## src/rtl/wh_bram_reader.sv

```systemverilog
// wh_bram_reader
// Consumer side of the WH BRAM. Issues port-B reads only for entries the
// SpMM writer has already committed, buffers the 1-cycle-latency read data in
// a 2-entry skid FIFO and streams entries downstream over valid/ready, framed
// per subgraph with sof/eof and the subgraph node count.
// Optional build macro: WH_RD_CHECK_EN adds the sticky framing checker that
// drives framing_err_o; without it framing_err_o is tied low.
module wh_bram_reader #(
   parameter int WH_DATA_WIDTH  = 12,
   parameter int W_NUM_OF_COLS  = 16,
   parameter int NUM_OF_NODES   = 168,
   parameter int WH_DEPTH       = 242101,
   parameter int NUM_NODE_WIDTH = $clog2(NUM_OF_NODES),
   parameter int RESULT_WIDTH   = WH_DATA_WIDTH * W_NUM_OF_COLS,
   parameter int WH_WIDTH       = RESULT_WIDTH + NUM_NODE_WIDTH + 1,
   parameter int WH_ADDR_W      = $clog2(WH_DEPTH)
) (
   input  logic                      clk,
   input  logic                      rst,
   input  logic                      start_i,
   input  logic                      wh_wr_en_i,
   input  logic [WH_WIDTH-1:0]       WH_BRAM_dout,
   output logic                      WH_BRAM_enb,
   output logic [WH_ADDR_W-1:0]      WH_BRAM_addrb,
   output logic                      wh_valid_o,
   input  logic                      wh_ready_i,
   output logic [RESULT_WIDTH-1:0]   wh_data_o,
   output logic [NUM_NODE_WIDTH-1:0] wh_num_of_nodes_o,
   output logic                      wh_sof_o,
   output logic                      wh_eof_o,
   output logic                      done_o,
   output logic                      framing_err_o
);

   localparam int                   CNT_W     = $clog2(WH_DEPTH + 1);
   localparam logic [CNT_W-1:0]     DEPTH_C   = CNT_W'(WH_DEPTH);
   localparam logic [WH_ADDR_W-1:0] LAST_ADDR = WH_ADDR_W'(WH_DEPTH - 1);

   typedef enum logic [1:0] {
      IDLE  = 2'd0,
      RUN   = 2'd1,
      DRAIN = 2'd2,
      DONE  = 2'd3
   } state_t;

   state_t state, state_nxt;

   // read-side bookkeeping
   logic [WH_ADDR_W-1:0] addr;
   logic [CNT_W-1:0]     issued;
   logic [CNT_W-1:0]     avail;
   logic                 start_acc;
   logic                 issue;

   // read pipeline and skid FIFO
   logic                 rd_vld_p1;
   logic [WH_WIDTH-1:0]  fifo_mem [2];
   logic                 wr_ptr;
   logic                 rd_ptr;
   logic [1:0]           fifo_cnt;
   logic [1:0]           occ_nxt;
   logic                 fifo_nonempty;
   logic                 pop;

   // output head and framing
   logic [WH_WIDTH-1:0]       head;
   logic                      head_flag;
   logic [NUM_NODE_WIDTH-1:0] head_n;
   logic [NUM_NODE_WIDTH-1:0] remaining;
   logic [NUM_NODE_WIDTH-1:0] node_cnt;
   logic [NUM_NODE_WIDTH-1:0] nodes_lat;

   // FIFO occupancy after this cycle's transfer plus the read already in
   // flight; counting the departing head keeps 1 entry/cycle with ready=1
   // while still never letting more than two entries be owed to the FIFO.
   assign fifo_nonempty = (fifo_cnt != 2'd0);
   assign pop           = fifo_nonempty && wh_ready_i;
   assign occ_nxt       = fifo_cnt + {1'b0, rd_vld_p1} - {1'b0, pop};

   assign issue = (state == RUN) && (avail != '0) && (issued != DEPTH_C)
                  && (occ_nxt < 2'd2);

   // state register
   always_ff @(posedge clk) begin
      if (rst) begin
         state <= IDLE;
      end else begin
         state <= state_nxt;
      end
   end

   // next-state logic; start_i only acts from IDLE or DONE
   always_comb begin
      state_nxt = state;
      start_acc = 1'b0;
      case (state)
         IDLE: begin
            if (start_i) begin
               state_nxt = RUN;
               start_acc = 1'b1;
            end
         end
         RUN: begin
            if (issued == DEPTH_C) begin
               state_nxt = DRAIN;
            end
         end
         DRAIN: begin
            if (!fifo_nonempty && !rd_vld_p1) begin
               state_nxt = DONE;
            end
         end
         DONE: begin
            if (start_i) begin
               state_nxt = RUN;
               start_acc = 1'b1;
            end
         end
         default: state_nxt = IDLE;
      endcase
   end

   // read address, issued count and committed-but-unread count
   always_ff @(posedge clk) begin
      if (rst) begin
         addr   <= '0;
         issued <= '0;
         avail  <= '0;
      end else begin
         if (start_acc) begin
            addr   <= '0;
            issued <= '0;
         end else if (issue) begin
            addr   <= (addr == LAST_ADDR) ? '0 : addr + WH_ADDR_W'(1);
            issued <= issued + CNT_W'(1);
         end
         case ({wh_wr_en_i, issue})
            2'b10:   avail <= avail + CNT_W'(1);
            2'b01:   avail <= avail - CNT_W'(1);
            default: avail <= avail;
         endcase
      end
   end

   // ---- stage p1: BRAM read data returns one cycle after enb ----
   // track the read in flight so its data is captured on return
   always_ff @(posedge clk) begin
      if (rst) begin
         rd_vld_p1 <= 1'b0;
      end else begin
         rd_vld_p1 <= issue;
      end
   end

   // skid FIFO pointers and occupancy
   always_ff @(posedge clk) begin
      if (rst) begin
         wr_ptr   <= 1'b0;
         rd_ptr   <= 1'b0;
         fifo_cnt <= 2'd0;
      end else begin
         if (rd_vld_p1) begin
            wr_ptr <= ~wr_ptr;
         end
         if (pop) begin
            rd_ptr <= ~rd_ptr;
         end
         fifo_cnt <= occ_nxt;
      end
   end

   // skid FIFO storage, written with the returning read data
   always_ff @(posedge clk) begin
      if (rd_vld_p1) begin
         fifo_mem[wr_ptr] <= WH_BRAM_dout;
      end
   end

   // ---- stage p2: FIFO head presented downstream ----
   assign head      = fifo_mem[rd_ptr];
   assign head_flag = head[0];
   assign head_n    = head[NUM_NODE_WIDTH:1];
   assign remaining = head_flag ? head_n : node_cnt;

   // remaining-node counter and latched subgraph size, advanced per transfer
   always_ff @(posedge clk) begin
      if (rst) begin
         node_cnt  <= '0;
         nodes_lat <= '0;
      end else if (pop) begin
         node_cnt <= (remaining == '0) ? '0 : remaining - NUM_NODE_WIDTH'(1);
         if (head_flag) begin
            nodes_lat <= head_n;
         end
      end
   end

   assign wh_valid_o        = fifo_nonempty;
   assign wh_data_o         = fifo_nonempty ? head[WH_WIDTH-1 -: RESULT_WIDTH] : '0;
   assign wh_num_of_nodes_o = (fifo_nonempty && head_flag) ? head_n : nodes_lat;
   assign wh_sof_o          = fifo_nonempty && head_flag;
   assign wh_eof_o          = fifo_nonempty && (remaining == NUM_NODE_WIDTH'(1));
   assign done_o            = (state == DONE);
   assign WH_BRAM_enb       = issue;
   assign WH_BRAM_addrb     = addr;

`ifdef WH_RD_CHECK_EN
   logic err_q;
   logic err_hit;

   // a head entry contradicts the framing implied by the entries before it
   assign err_hit = fifo_nonempty &&
                    ((head_flag && (node_cnt != '0)) ||
                     (head_flag && (head_n == '0)) ||
                     (!head_flag && (node_cnt == '0)));

   // sticky framing error, cleared when a new pass starts
   always_ff @(posedge clk) begin
      if (rst) begin
         err_q <= 1'b0;
      end else if (start_acc) begin
         err_q <= 1'b0;
      end else if (err_hit) begin
         err_q <= 1'b1;
      end
   end

   assign framing_err_o = err_q;
`else
   assign framing_err_o = 1'b0;
`endif

endmodule

```

## config.mk

```make
export PLATFORM = sky130hd
export DESIGN_NAME = wh_bram_reader
export DESIGN_NICKNAME = d
export VERILOG_FILES = /design/src/rtl/wh_bram_reader.sv
export SDC_FILE = /design/constraint.sdc
export NUM_CORES = 1
export LEC_CHECK = 0
export BUFFER_PORTS_ARGS = -buffer_cell sky130_fd_sc_hd__buf_2
export CAP_MARGIN = 20
export CORE_AREA = 2 2 204 206
export CTS_BUF_LIST = sky130_fd_sc_hd__clkbuf_8 sky130_fd_sc_hd__clkbuf_16
export DETAILED_ROUTE_END_ITERATION = 10
export DIE_AREA = 0 0 206 208
export PLACE_DENSITY_LB_ADDON = 0.1
export RECOVER_POWER = 100
export SETUP_SLACK_MARGIN = 0.02
export SYNTH_ARGS = -nofsm -noshare
export SYNTH_HDL_FRONTEND = slang
export SYNTH_SLANG_ARGS = --single-unit
```

## constraint.sdc

```tcl
create_clock -name clk -period 9.2 [get_ports clk]
set_input_delay 1.38 -clock clk [delete_from_list [all_inputs] [get_ports clk]]
set_output_delay 1.38 -clock clk [all_outputs]
set_load 0.005 [all_outputs]
```

==> results.toml, run 1 <==
[timing]
slew_headroom_pct = -208
drv_slew = 665
rsz0062_at_grt = "false"
fin_crit_sh_pct = 81.6
skew_ns = 0.0219
setup_viol_count_final = 0
tightest_slew_ns = 4.62
setup_tns_ns = 0
fmax_mhz = 133
fin_crit_ns = 7.51
hold_viol_final = 0

[grt]
grt.total_usage_pct = 21.6
antenna_found_initial = 11
grt_pass1_wl_um = 71000
grt_max_degree = 149
grt_overflow = 0
grt_pass1_vias = 12583

[synthesis]
yosysSeqAreaShare_pct = 69.4
ys_types = 61
synth_seq_cells = 480
synth_edf_count = 402
async_flop_share_pct = 0
synth_top_flop_cell = "edfxtp_1"
synthCells = 1409
syn-cell-area_sq_mm = 0.0196
yosysWarningCount = 0
avgSynthCellArea_sq_um = 13.9
synth_nets = 1646

[routing]
wl_per_cell_um = 19.6
vias_per_cell = 5.26
wl_um = 47200
first_iter_violations = 756
num_vias = 12698
drc = 0
firstDrtPassIters = 5
ant_nets = 0

[cts]
clkSinkCount = 480
cts_buffer_depth = 3
root_buffer = "clkbuf_16"
cts_htree_levels = 2
clkSlewWorstSetupHoldPaths_ns = 0.06
cts_resized = 0
cts_hold_buf = 0
postCtsSetupBuffers = 0
numCtsBuffers = 50
cts_tree = "yes"
clkLatencyLatePin_ns = 0.60

[pwr]
ir_worst_vdd_mv = 0.193
pwr-share-seq_pct = 41.6
internal_power_w = 0.00463
powerDensity_mw_per_mm2 = 294
p_clk_share_pct = 28.0
p_leak_nw = 7.98
comb_power_share_pct = 30.3
switching_share_pct = 33.1
power_switching_w = 0.00229

[floorplanning]
start_util_pct = 48.4
die_y_um = 208
io_pins = 430
dieArea_sq_mm = 0.0428
fp.coreArea_sq_mm = 0.0406
rows = 74
die_w_um = 206

[finish]
multi_input_area_sq_mm = 0.00565
layout-drive-gt1-share_pct = 12.7
final_cell_mix = "402 x edfxtp_1, 283 x clkbuf_1, 274 x nor2_1"
fin_area_sq_mm = 0.0235
nNetsFinal = 2071
final_common_cell = "edfxtp_1"
final_util_pct = 57.9
register_area_sq_mm = 0.0136
stdcell_count = 2413
fillers = 3476
area_growth_pct = 19.7

[critical_path]
cp.required_ns = 7.82
cp_data_arrival_time_ns = 6.13
cp-end-kind = "primary output"
worstSetupPathType = "reg -> out"
cp_max_fo = 57
startpoint_type = "flip-flop"

[hold_path]
min_path_type = "reg -> reg"

[placed_design]
place_congestion = 0.823
dp_hpwl_um = 31400
portBuffers = 428
dpl.cell_count = 2314
dpl_cell_area_sq_mm = 0.0223

[outcome]
status = "complete, but fails checks"
violations = "capacitance limit, slew limit"

[job]
maxCapViolations = 10
-- per-stage QoR --
step / power (W) / setup slack (ns) / hold WS, ns
after floorplan: 0.00424 / 3.11 / 0.458
after global placement: 0.00500 / 2.70 / 0.480
after detailed placement: 0.00503 / 2.58 / 0.491
after CTS: 0.00698 / 2.66 / 0.499
after global routing: 0.00727 / 1.34 / 0.516
final: 0.00691 / 1.69 / 0.497
-- cell usage after synthesis (all sizes together) (5+ instances only) --
master    n  area (sq um)
and3     17           106
a31o      6          52.6
a21o      5          37.5
mux2i   202          2020
xnor2    40           350
nand3    26           130
o211ai    5          37.5
o221ai    6          52.6
a211oi   15           113
nor3     19          95.1
or3       5          31.3
ha       30           375
clkbuf   40           150
o21ai    17          85.1
buf      26           121
a221oi    6          52.6
xor2      8          70.1
nor2    275          1030
nand2    45           169
and2      5          31.3
edfxtp  402         12100
inv      21          78.8
nor4     17           106
nand4    14          93.8
a21oi    21           105
a22oi     5          37.5
dfxtp    78          1560
-- layout make-up --
cell class	count	area share [%]
clock inverter	37	1.11
inverter	22	0.351
sequential	480	58.0
tap	532	2.83
antenna	7	0.0746
multi-input combinational	841	24.1
timing repair buffer	439	7.87
clock buffer	55	5.67
-- power groups by stage --
stage               logic (W)  clock network [W]  registers, W
floorplan             0.00135                  0       0.00288
global placement      0.00211                  0       0.00289
detailed placement    0.00213                  0       0.00290
CTS                   0.00215            0.00199       0.00285
global route          0.00230            0.00206       0.00291
finish                0.00210            0.00194       0.00288
-- routing by layer --
metal  up-vias  routed length (um)  global-route usage, %
li1       6075                   -                      -
met5         -                  38                      0
met3        92                3580                   6.81
met2       381               23500                   36.4
met1      6144               18600                   25.8
met4         6                1490                   8.13
-- critical path, cell delays in order, from the launching register on --
cell and delay [ns]:
dfxtp_4 0.81, clkbuf_1 2.84, buf_4 1.15, mux2i_1 0.27
nor2_1 0.07, clkbuf_1 0.32
-- kinds of logic after synthesis --
| logic type | after synthesis | synth area share [%] |
|---|---|---|
| mux | 205 | 10.5 |
| other cells | 1 | 0.0191 |
| fa+ha+maj | 31 | 2.01 |
| flops | 480 | 69.4 |
| xor+xnor | 48 | 2.14 |
| buf+inv | 88 | 1.80 |
| compound gates | 111 | 4.09 |
| simple gates | 445 | 10.0 |
-- path summary, 6_finish.rpt --
check,startpoint,to,slack [ns],cells past startpoint
max reg2reg,fifo_cnt[0]$_SDFF_PP0_,avail[17]$_SDFFE_PP0P_,2.15,20
min,avail[2]$_SDFFE_PP0P_,avail[2]$_SDFFE_PP0P_,0.50,2
max,flip-flop,wh_data_o[67],1.69,5
min reg2reg,avail[2]$_SDFFE_PP0P_,avail[2]$_SDFFE_PP0P_,0.50,2
-- state kept, by name (all words and copies together), names as in the netlist, named ones only --
| name | flops |
|---|---|
| fifo_cnt | 2 |
| WH_BRAM_addrb | 18 |
| fifo_mem | 402 |
| avail | 18 |
| state | 2 |
| wr_ptr | 1 |
| rd_ptr | 1 |
| node_cnt | 8 |
| nodes_lat | 8 |
| rd_vld_p1 | 1 |
| issued | 18 |
Note: power is estimated with default switching activity, not from simulation.
==> run 2: changes to the inputs <==
- ABC_AREA: unset -> 1
- CORE_AREA: 2 2 204 206 -> 2 2 206 208
- DIE_AREA: 0 0 206 208 -> 0 0 208 210
- clock period: 9.2 -> 6.9 ns (I/O delays scaled with it)
==> run 2 against run 1 <==
Against the previous run: the run still ends with capacitance limit, slew limit left; non-clock buffer count rose by 4; register-to-register slack got worse by 0.42 ns; die area rose by 1.9%; critical path type is now in -> out; largest cell class unchanged; largest power group unchanged.
==> results.toml, run 2 <==
[outcome]
status = "complete, but fails checks"
violations = "capacitance limit, slew limit"

[cts]
clkSlewWorstSetupHoldPaths_ns = 0.06
postCtsSetupBuffers = 0
cts_resized = 0
numCtsBuffers = 50
cts_hold_buf = 0
root_buffer = "clkbuf_16"
cts_buffer_depth = 3
clkLatencyLatePin_ns = 0.59
cts_htree_levels = 2
clkSinkCount = 480
cts_tree = "yes"

[synthesis]
syn-cell-area_sq_mm = 0.0202
synth_top_flop_cell = "edfxtp_1"
synth_edf_count = 402
synth_seq_cells = 480
yosysMostFrequentCell = "nand2_1"
yosysTopAreaCellShare_pct = 59.9
yosysSeqAreaShare_pct = 67.6
async_flop_share_pct = 0
synthTopCellsByCount = "610 x nand2_1, 402 x edfxtp_1, 269 x a21oi_1"
ys_types = 38
synth_nets = 2135
avgSynthCellArea_sq_um = 10.6
yosysWarningCount = 0
synthCells = 1898
synthTopCellsByArea = "edfxtp_1 60%, nand2_1 11%, dfxtp_1 7.7%"
synth_top_cell_by_area = "edfxtp_1"

[timing]
hold_viol_final = 0
setup_tns_ns = 0
slew_headroom_pct = -157
fin_crit_ns = 5.18
tightest_slew_ns = 3.85
drv_slew = 467
rsz0062_at_grt = "false"
fin_crit_sh_pct = 75.0
setup_viol_count_final = 0
fmax_mhz = 193
skew_ns = 0.0216

[critical_path]
cp-end-kind = "primary output"
crit_chain = "buf_2, inv_1, nor2_1, ha_1, inv_1, ha_1, xnor2_1, xor2_1, nand2_1, nor2_4, clkbuf_1, buf_2"
worst_r2r_path_depth = 4
startpoint_type = "primary input"
cp_data_arrival_time_ns = 4.14
worstSetupPathType = "in -> out"
r2r_slack_ns = 1.73
path_delay_family = "buffers and inverters"
cp_slowest_cell = "clkbuf_1"
r2r-start = "rd_vld_p1$_SDFF_PP0_"
slowest_delay_ns = 1.29
worstReg2RegEnd = "fifo_mem[0][70]$_DFFE_PP_"
cp_num_buf_inv = 5
cp.required_ns = 5.86
cp_max_fo = 37

[finish]
final_common_cell = "nand2_1"
final_cell_mix = "612 x nand2_1, 402 x edfxtp_1, 270 x a21oi_1, 270 x clkbuf_1, 149 x buf_2"
stdcell_count = 2896
largest_register_ffs = 402
layout-drive-gt1-share_pct = 10.6
top_register = "fifo_mem"
area_growth_pct = 18.5
nNetsFinal = 2544
fillers = 3708

[floorplanning]
io_pins = 430
dieArea_sq_mm = 0.0437
rows = 75
start_util_pct = 48.6
fp.coreArea_sq_mm = 0.0415
die_w_um = 208
die_y_um = 210

[routing]
first_iter_violations = 1035
firstDrtPassIters = 5
wl_per_cell_um = 18.5
wl_um = 53600
drc = 0
num_vias = 14890
vias_per_cell = 5.14
ant_nets = 0

[placed_design]
dpl.cell_count = 2793
dp_hpwl_um = 35400
place_congestion = 0.857
portBuffers = 428

[grt]
grt.total_usage_pct = 24.1
antenna_found_initial = 26
grt_overflow = 0
grt_pass1_vias = 14672
grt_max_degree = 196
grt_pass1_wl_um = 81800

[job]
maxCapViolations = 9

[pwr]
ir_worst_vdd_mv = 0.284
powerDensity_mw_per_mm2 = 358
p_leak_nw = 9.12

[hold_path]
min_path_type = "reg -> reg"
hold_end = "nodes_lat[0]$_SDFFE_PP0P_"
whs_path_depth = 2
min_from = "nodes_lat[0]$_SDFFE_PP0P_"
-- run 2: worst max-delay path by stage --
stage	startpoint	endpoint	slack [ns]	cells after the start
2_1_floorplan	rd_vld_p1$_SDFF_PP0_	fifo_mem[0][0]$_DFFE_PP_	0.81	2
3_3_place_gp	wh_ready_i	avail[13]$_SDFFE_PP0P_	2.14	22
3_5_place_dp	wh_ready_i	avail[13]$_SDFFE_PP0P_	2.07	24
4_1_cts	flip-flop	wh_num_of_nodes_o[2]	2.64	8
5_1_grt	rd_vld_p1$_SDFF_PP0_	fifo_mem[0][76]$_DFFE_PP_	1.42	4
6_report	wh_ready_i	WH_BRAM_enb	1.72	12
-- run 2: final cells by class --
type                       instances  area (sq um)  share of cell area, %
sequential                       480         13600                   57.1
clock inverter                    39           195                  0.817
antenna                           12          30.0                  0.126
multi-input combinational       1207          5670                   23.7
timing repair buffer             443          1920                   8.05
clock buffer                      51          1280                   5.34
tap                              539           674                   2.82
inverter                         125           482                   2.02
-- run 2: worst reg2reg max path: stages, from the launching register on --
cell      delay, ns
dfxtp_1        0.38
inv_1          0.09
nor2_1         1.09
clkbuf_1       1.84
clkbuf_2       1.34
-- run 2: layer usage --
layer / share of wire [%] / global-route usage, % / wire length (um)
met4: 4.3 / 11.6 / 2320
met1: 39 / 28.8 / 20900
met5: 0.34 / 0 / 183
met2: 48 / 39.3 / 25900
met3: 8.1 / 8.40 / 4340
-- run 2: power by group --
| group | switching, W | internal [W] | leakage, nW |
|---|---|---|---|
| sequential | 0.000135 | 0.00359 | 4.28 |
| combinational | 0.00169 | 0.000687 | 4.05 |
| clock | 0.00109 | 0.00137 | 0.789 |
-- run 2: kinds of logic after synthesis --
kind of cell | synth area share (%)
adders and majority gates | 1.96
other | 0.0186
DFF | 67.6
AOI/OAI and AO/OA | 8.15
buffers and inverters | 4.16
and+or+nand+nor | 16.4
xor gates and xnor gates | 1.69
-- run 2: stage by stage --
step	worst slack (ns)	util (%)	hold slack [ns]	area (sq um)	total power [W]
5_1_grt	1.42	57.6	0.484	23900	0.00905
4_1_cts	2.64	58.4	0.452	24200	0.00868
2_1_floorplan	0.807	-	0.425	20200	0.00533
3_3_place_gp	2.14	54.9	0.436	22800	0.00620
6_report	1.72	57.6	0.455	23900	0.00855
3_5_place_dp	2.07	54.9	0.443	22800	0.00622
==> run 3: changes to the inputs <==
- CORE_AREA: 2 2 206 208 -> 2 2 195 197
- DIE_AREA: 0 0 208 210 -> 0 0 197 199
- clock period: 6.9 -> 4.95 ns (I/O delays scaled with it)
==> run 3 against run 2 <==
Against the previous run: the run still ends with capacitance limit, slew limit left; flip-flop and latch count unchanged; clock skew increased by 0.010 ns; non-clock buffer count is 4 lower; largest cell class unchanged; largest power group unchanged.
==> results.toml, run 3 (synthesis gave the netlist of run 2 again) <==
[outcome]
status = "complete, but fails checks"
violations = "capacitance limit, slew limit"

[cts]
cts_resized = 0
clkSinkCount = 480
root_buffer = "clkbuf_16"
clkSlewWorstSetupHoldPaths_ns = 0.06
cts_htree_levels = 2
numCtsBuffers = 50
postCtsSetupBuffers = 0
cts_buffer_depth = 3
cts_tree = "yes"
cts_hold_buf = 0
clkLatencyLatePin_ns = 0.60

[finish]
stdcell_count = 2832
largest_register_ffs = 402
layout-drive-gt1-share_pct = 10.6
fin_area_sq_mm = 0.0239
multi_input_area_sq_mm = 0.00568
top_register = "fifo_mem"
final_cell_mix = "611 x nand2_1, 402 x edfxtp_1, 276 x clkbuf_1"
nNetsFinal = 2540
fillers = 3100
area_growth_pct = 18.6
register_area_sq_mm = 0.0136
final_util_pct = 64.4
final_common_cell = "nand2_1"

[grt]
grt_pass1_wl_um = 76700
grt_max_degree = 204
grt_pass1_vias = 14302
grt.total_usage_pct = 25.2
antenna_found_initial = 17
grt_overflow = 0

[timing]
fin_crit_ns = 4.41
skew_ns = 0.0316
setup_tns_ns = 0
slew_headroom_pct = -136
hold_viol_final = 0
tightest_slew_ns = 3.54
drv_slew = 309
fmax_mhz = 227
fin_crit_sh_pct = 89.1
rsz0062_at_grt = "false"
setup_viol_count_final = 0

[critical_path]
cp_slowest_cell = "buf_12"
cp_max_fo = 203
worstSetupPathType = "reg -> out"
startpoint_type = "flip-flop"
slowest_delay_ns = 0.53
cp_common_cell = "inv_1"
cp-end-kind = "primary output"
cp.required_ns = 4.21
path_delay_family = "buffers and inverters"
cp_data_arrival_time_ns = 3.67
cp_num_buf_inv = 4
r2r-start = "fifo_cnt[1]$_SDFF_PP0_"
crit_chain = "buf_12, nand2_4, nand2_1, inv_1, nor2_1, inv_1, o21ai_0, clkbuf_1"

[floorplanning]
die_y_um = 199
die_w_um = 197
rows = 71
fp.coreArea_sq_mm = 0.0371
start_util_pct = 54.3
dieArea_sq_mm = 0.0392
io_pins = 430

[pwr]
power_w = 0.0121
powerDensity_mw_per_mm2 = 505
ir_worst_vdd_mv = 0.382
p_leak_nw = 9.11

[routing]
ant_nets = 0
firstDrtPassIters = 5
wl_um = 50400
vias_per_cell = 5.24
drc = 0
num_vias = 14841
first_iter_violations = 912
wl_per_cell_um = 17.8

[placed_design]
portBuffers = 428
place_congestion = 0.903
dp_hpwl_um = 32300
dpl_cell_area_sq_mm = 0.0227
dpl.cell_count = 2724

[job]
maxCapViolations = 5

[hold_path]
min_path_type = "in -> reg"
min_from = "WH_BRAM_dout[147]"
-- run 3: cell types whose count changed in the layout (fill, tap and decap cells not counted), sizes merged --
cell	before	now
diode	12	14
clkbuf	339	346
inv	142	133
bufinv	1	3
clkinv	21	27
clkinvlp	0	1
buf	155	147
-- run 3: path summary, 6_finish.rpt --
kind / endpoint / slack [ns] / cells past startpoint
max: wh_num_of_nodes_o[3] / 0.54 / 8
min: fifo_mem[1][147]$_DFFE_PP_ / 0.33 / 1
max reg2reg: avail[11]$_SDFFE_PP0P_ / 0.91 / 22
min reg2reg: nodes_lat[1]$_SDFFE_PP0P_ / 0.45 / 2
-- run 3: area by class of cell --
class                      count  share of cell area, %
sequential                   480                   57.0
tap                          474                   2.48
inverter                     125                   2.01
multi-input combinational   1207                   23.7
timing repair buffer         439                   7.92
clock inverter                39                   1.13
antenna                       14                  0.147
clock buffer                  54                   5.56
-- run 3: metal layers --
| metal | routed length [um] | vias to the layer above | track usage (%) |
|---|---|---|---|
| met5 | 55 | - | 0 |
| met4 | 1560 | 8 | 10.2 |
| met1 | 20300 | 7048 | 30.5 |
| li1 | - | 7287 | - |
| met3 | 3830 | 105 | 8.26 |
| met2 | 24700 | 393 | 41.8 |
-- run 3: worst register-to-register path: stages, from the launching register on --
cell      delay (ns)
dfxtp_1         0.32
nor2_1          0.23
nor2_1          0.16
ha_1            0.30
inv_1           0.04
ha_1            0.18
xnor2_1         0.17
xor2_1          0.25
nand2_1         0.13
nor2_4          0.12
ha_1            0.62
ha_1            0.43
nand2_1         0.10
nand2_1         0.06
o21bai_1        0.18
nand2_1         0.07
nand2_1         0.11
nand2_1         0.09
nand2_1         0.06
nand2_1         0.06
nand2_1         0.04
o21ai_0         0.15
inv_1           0.05
-- run 3: report_power, final --
group / switching, W / total (W) / leakage (nW) / internal (W)
clock: 0.00153 / 0.00362 / 0.821 / 0.00208
combinational: 0.00230 / 0.00324 / 4.02 / 0.000939
sequential: 0.000187 / 0.00522 / 4.28 / 0.00503
total: 0.00402 / 0.0121 / 9.11 / 0.00805
-- run 3: per-stage QoR --
stage	setup slack (ns)	hold WS, ns
floorplan	0.0621	0.425
global placement	0.649	0.425
detailed placement	0.602	0.440
CTS	0.984	0.297
global route	0.300	0.307
finish	0.537	0.331
